## src/rtl/lzx_74hc4511.sv

```systemverilog
// lzx_74hc4511 -- clocked BCD-to-7-segment latch/decoder/driver.
//
// Synchronous model of the classic 4511. A 4-bit BCD latch captures D
// while LE=0 and holds it while LE=1. The decoder reads D directly while
// transparent and the stored value while latched. The segment outputs are
// registered, so every input change shows up one clock later.
//
// Output priority, highest first:
//   reset -> blank, lamp test (LT_n=0) -> all on, blank (BI_n=0) -> all off,
//   otherwise the decoded digit. Codes 10..15 decode to blank.
// Lamp test and blanking act only on the display. The latch keeps loading
// or holding underneath them.
//
// Segment order: seg[0]=a ... seg[6]=g, active-high.

module lzx_74hc4511 (
  input  logic       clk,
  input  logic       rst,
  input  logic       BI_n,
  input  logic       LT_n,
  input  logic       LE,
  input  logic [3:0] D,
  output logic [6:0] seg
);

  logic [3:0] r_latch_q;
  logic [6:0] r_seg;
  logic [3:0] w_src;
  logic [6:0] w_digit;
  logic [6:0] w_seg_next;

  // Decode source: live data while transparent, stored value while latched.
  // A cycle that raises LE and changes D together therefore holds the old value.
  always_comb begin
    w_src = LE ? r_latch_q : D;
  end

  // BCD to segment pattern. 6 and 9 are drawn without tails.
  // Codes 10..15 are not decimal digits and are blanked.
  always_comb begin
    w_digit = 7'h00;
    case (w_src)
      4'd0:    w_digit = 7'h3F;
      4'd1:    w_digit = 7'h06;
      4'd2:    w_digit = 7'h5B;
      4'd3:    w_digit = 7'h4F;
      4'd4:    w_digit = 7'h66;
      4'd5:    w_digit = 7'h6D;
      4'd6:    w_digit = 7'h7C;
      4'd7:    w_digit = 7'h07;
      4'd8:    w_digit = 7'h7F;
      4'd9:    w_digit = 7'h67;
      default: w_digit = 7'h00;
    endcase
  end

  // Display override priority: lamp test beats blanking, and blanking beats the digit.
  always_comb begin
    w_seg_next = w_digit;
    if (!LT_n) begin
      w_seg_next = 7'h7F;
    end else if (!BI_n) begin
      w_seg_next = 7'h00;
    end
  end

  // BCD latch: load when transparent and hold when latched. It ignores LT_n and BI_n.
  always_ff @(posedge clk) begin
    if (rst) begin
      r_latch_q <= 4'h0;
    end else if (!LE) begin
      r_latch_q <= D;
    end
  end

  // Registered segment drive. Reset overrides everything, including lamp test.
  always_ff @(posedge clk) begin
    if (rst) begin
      r_seg <= 7'h00;
    end else begin
      r_seg <= w_seg_next;
    end
  end

  assign seg = r_seg;

endmodule

```

## config.mk

```make
export PLATFORM = sky130hd
export DESIGN_NAME = lzx_74hc4511
export DESIGN_NICKNAME = d
export VERILOG_FILES = /design/src/rtl/lzx_74hc4511.sv
export SDC_FILE = /design/constraint.sdc
export NUM_CORES = 1
export LEC_CHECK = 0
export ABC_AREA = 1
export CORE_AREA = 2 2 39 41
export CTS_CLUSTER_SIZE = 20
export DETAILED_ROUTE_END_ITERATION = 8
export DIE_AREA = 0 0 41 43
export MAX_ROUTING_LAYER = met4
export PLACE_DENSITY = 0.83
export SYNTH_ARGS = -nofsm -noshare
export SYNTH_HDL_FRONTEND = slang
export SYNTH_SLANG_ARGS = --single-unit
```

## constraint.sdc

```tcl
create_clock -name clk -period 2.8 [get_ports clk]
set_input_delay 0.7 -clock clk [delete_from_list [all_inputs] [get_ports clk]]
set_output_delay 0.7 -clock clk [all_outputs]
set_load 0.005 [all_outputs]
```

After elaboration in Yosys (flattened, before gate mapping)
Memories as Yosys holds them, arrays and structs flattened.
Cells that the tools add are included.

storage, ports and cells
  output and inout port bits = 7
  flip-flop bits (word level) = 11
  memories = 1
  word-level logic and storage cells = 6
  bits of input ports = 9
  memory bits (read-only) = 112

operators by class
  multiplexer cells = 3

memory list
  memory            depth  width  rd ports  clocked after memory_dff  wr ports  line  source
  (name not given)  16     7      1         0                         0         42    case (w_src)

operators with widths
  operator          number
  2-to-1 mux 7 bit  2
  2-to-1 mux 4 bit  1

Longest topological paths before layout
An unclocked memory read counts as a cell.

  depth in word-level cells = 4
  gate-level depth with buffers = 9
  depth with buffers taken out = 9

Worst setup path before layout
No wires, ideal clock.

  kind = in2reg
  start point = input port LE
  end point = register r_seg[3], in the netlist seg[3]
  setup slack = 1.151 ns
  stages = 9
  required time = 2.668 ns
  path buffers = 0
  setup time = 0.132 ns
  data arrival time = 1.517 ns
  cell sequence = inv_2 nand2_1 nand2_2 clkinv_2 ha_1 nand2_1 nand3_1 nand2_1 a21oi_1

between the ends
  word-level cells in the longest chain between the ends = 4

RTL lines
  element               line  source
  from (decl)           21    input logic LE,
  2-to-1 mux 4 bit      n/a
  via w_src[0]          28    logic [3:0] w_src;
  memory (16 x 7 bit)   n/a
  2-to-1 mux 7 bit      62    end else if (!BI_n) begin
  2-to-1 mux 7 bit      60    if (!LT_n) begin
  to (signal assigned)  81    r_seg <= w_seg_next;
  to (decl)             27    logic [6:0] r_seg;

The timed path passes the listed nets, and every way through them passes these cells.
A chain may end at the register's enable or synchronous reset.

Worst setup path after layout
  start point = input port LE
  end point = register r_seg[3], in the netlist seg[3]

between the ends
  word-level cells in the longest chain between the ends = 4

RTL lines
  element              line
  2-to-1 mux 4 bit     n/a
  memory (16 x 7 bit)  n/a
  2-to-1 mux 7 bit     62
  2-to-1 mux 7 bit     60

Every way passes these cells.

==> results.py <==
metrics = {
    "cts": {
        "cts_setup_buffers": 0,
        "cts_made_buffers": 3,
        "numClockSinks": 11,
        "cts_tree": "built",
        "hold_buffers": 0,
        "clkSlewWorstSetupHoldPaths_ps": 70,
        "cts-root-buf": "clkbuf_4",
        "clock_latency_ps": 280,
        "clockBufferDepth": 2,
        "htreeDepth": 1,
        "cts-resized-gates": 0,
    },
    "synthesis": {
        "yosys.area_share.xor_xnor": 0,
        "yosys_warnings": 0,
        "syn_area_um2": 561.8,
        "yosys.area_share.simple": 0.3675,
        "ys_seq_area_frac": 0.3920,
        "synth_fa_ha_area_frac": 0.08909,
        "synth_top_family_by_area": "simple AND/OR/NAND/NOR gates",
        "synth_seq_cells": 11,
        "synthesis.nets": 91,
        "synth_cell_types": 13,
        "synth.avg_cell_area_um2": 7.202,
        "synthCells": 78,
        "muxShareOfSynthArea": 0,
        "synth_compound_area_frac": 0.08241,
    },
    "place": {
        "placed_area_um2": 728.2,
        "dp_hpwl_um": 914.7,
        "port_buffers": 15,
        "pre_cts_slack_ps": 434.6,
        "gp_congestion": 0.8489,
    },
    "floorplan": {
        "core_mm2": 0.001384,
        "die_height_um": 43,
        "die_area_mm2": 0.001763,
        "die_x_um": 41,
        "ios": 16,
        "initial_utilization": 0.4060,
        "row_count": 14,
    },
    "hold_path": {
        "min_path_cells": 4,
        "hold_path_startpoint": "r_latch_q[0]$_SDFF_PP0_",
        "hold_path.class": "flop to flop",
        "hold_end": "r_latch_q[0]$_SDFF_PP0_",
    },
    "critical_path": {
        "crit_slowest_cell": "clkdlybuf4s50_1",
        "required_ps": 3000,
        "path_cells": "clkdlybuf4s50_1 -> inv_2 -> nand2_1 -> nand2_1 -> ha_1 -> inv_1 -> nand3_1 -> nand3_1 -> nand2_1 -> a21oi_1",
        "slowest_delay_ps": 590,
        "worst_setup_path_end_kind": "flop",
        "cp_max_fo": 7,
        "rr_worst_depth": 9,
        "arrival_ps": 2290,
        "critPathLaunch": "LE",
        "startpoint_type": "input port",
        "reg2reg_to": "seg[3]$_SDFF_PP0_",
        "timing.rr.start": "r_latch_q[1]$_SDFF_PP0_",
        "worst-r2r-setup-slack_ps": 1460,
        "path_class": "input port to flop",
        "crit_top_cell": "nand2_1",
    },
    "global_routing": {
        "grt_pass1_wl_um": 2125,
        "gr-usage-all-layers": 0.1806,
        "grt_pass1_vias": 537,
        "grt_overflow_total": 0,
        "antenna_found_initial": 0,
        "grt_max_degree": 12,
    },
    "finish": {
        "final_area_um2": 754.5,
        "final_cell_mix": "nand2_1, clkdlybuf4s50_1, nand3_1",
        "drive_gt1_frac": 0.1458,
        "fin_nets": 110,
        "postLayoutCoreUtil": 0.5452,
        "layout_commonest_cell": "nand2_1",
        "syn_to_final_growth_pct": 34.30,
        "antennaDiodeCount": 0,
    },
    "timing": {
        "fin_ws_ps": 706.3,
        "fin_tns_setup_ps": 0,
        "slew_violations": 0,
        "final-hold-violation-count": 0,
        "timing.fmax_mhz": 477.6,
        "skew_ps": 5.252,
        "period_share": 0.7478,
        "finalCriticalPeriod_ps": 2094,
        "finalSetupViolCount": 0,
        "max-slew-margin-rel": 0.7215,
        "rsz0062_at_grt": "no",
        "worst_slew_pin_slew_ps": 416.5,
    },
    "routing": {
        "wl_per_cell_um": 10.79,
        "drc": 0,
        "detail_route.vias_per_cell": 5.027,
        "finalWirelength_um": 1209,
        "vias": 563,
        "ant_nets": 0,
        "drtIter0Drc": 7,
        "firstDrtPassIters": 4,
    },
    "status": {
        "status": "completed",
    },
    "flow_run": {
        "drv_cap": 0,
    },
    "power_and_ir_drop": {
        "p_per_area_mw_per_mm2": 495.5,
        "p_total_uw": 373.9,
        "vdd_drop_max_v": 0.0002467,
        "p_leak_nw": 0.3523,
    },
}
[registers in the layout, indices dropped and copies added (netlist names)]
name       cells
r_latch_q      4
seg            7
[metal layers]
metal	vias to the layer above	track usage	routed length [um]
met1	264	0.2143	536
met2	11	0.2750	610
met4	0	0.1200	29
li1	285	-	-
met5	-	-	0
met3	3	0.01571	31
[cells by family after synthesis]
group | after synthesis
simple gates | 45
flops | 11
compound gates | 8
buf+inv | 10
fa+ha+maj | 4
[worst max-delay path, delay by kind of cell]
family	cells	cell delay, ps
buffers and inverters	3	740
AOI/OAI and AO/OA	1	130
adders and majority gates	1	230
and+or+nand+nor	5	490
[worst max path at each step]
stage	to	slack (ps)	cells past startpoint
6_report	seg[3]$_SDFF_PP0_	710	10
5_1_grt	seg[0]$_SDFF_PP0_	550	10
4_1_cts	seg[0]$_SDFF_PP0_	720	10
3_5_place_dp	seg[3]$_SDFF_PP0_	430	10
3_3_place_gp	seg[3]$_SDFF_PP0_	500	10
2_1_floorplan	seg[3]$_SDFF_PP0_	1150	9
[synthesized netlist by cell type]
master	instances	area (um2)
ha_1	4	50.05
clkbuf_1	1	3.750
nor2_1	4	15.01
nand3_2	1	10.01
nand2_1	21	78.83
nand2_2	6	37.54
a21boi_2	1	11.26
inv_2	2	7.510
inv_1	6	22.52
clkinv_2	1	5.000
nand3_1	13	65.06
dfxtp_1	11	220.2
a21oi_1	7	35.03
[layout make-up]
class	instances	area (um2)
sequential	11	220.2
timing repair buffer	15	150.1
inverter	9	35.03
multi-input combinational	57	302.8
fill	127	629.4
tap	16	20.02
clock buffer	4	26.28
[per-stage QoR]
| step | std cells | hold WS (ps) |
|---|---|---|
| final | 112 | 614.5 |
| after global routing | 112 | 658.8 |
| after CTS | 112 | 612.2 |
| after detailed placement | 108 | 599.8 |
| after global placement | 108 | 589.3 |
| after floorplan | 78 | 560.4 |
[report_power, final]
group          switching [mW]  internal [mW]  total, mW
clock network          0.0574         0.0554      0.113
logic                  0.0472         0.0428     0.0900
registers             0.00327          0.168      0.171
total                   0.108          0.266      0.374
Power figures use the tool's default switching activity.
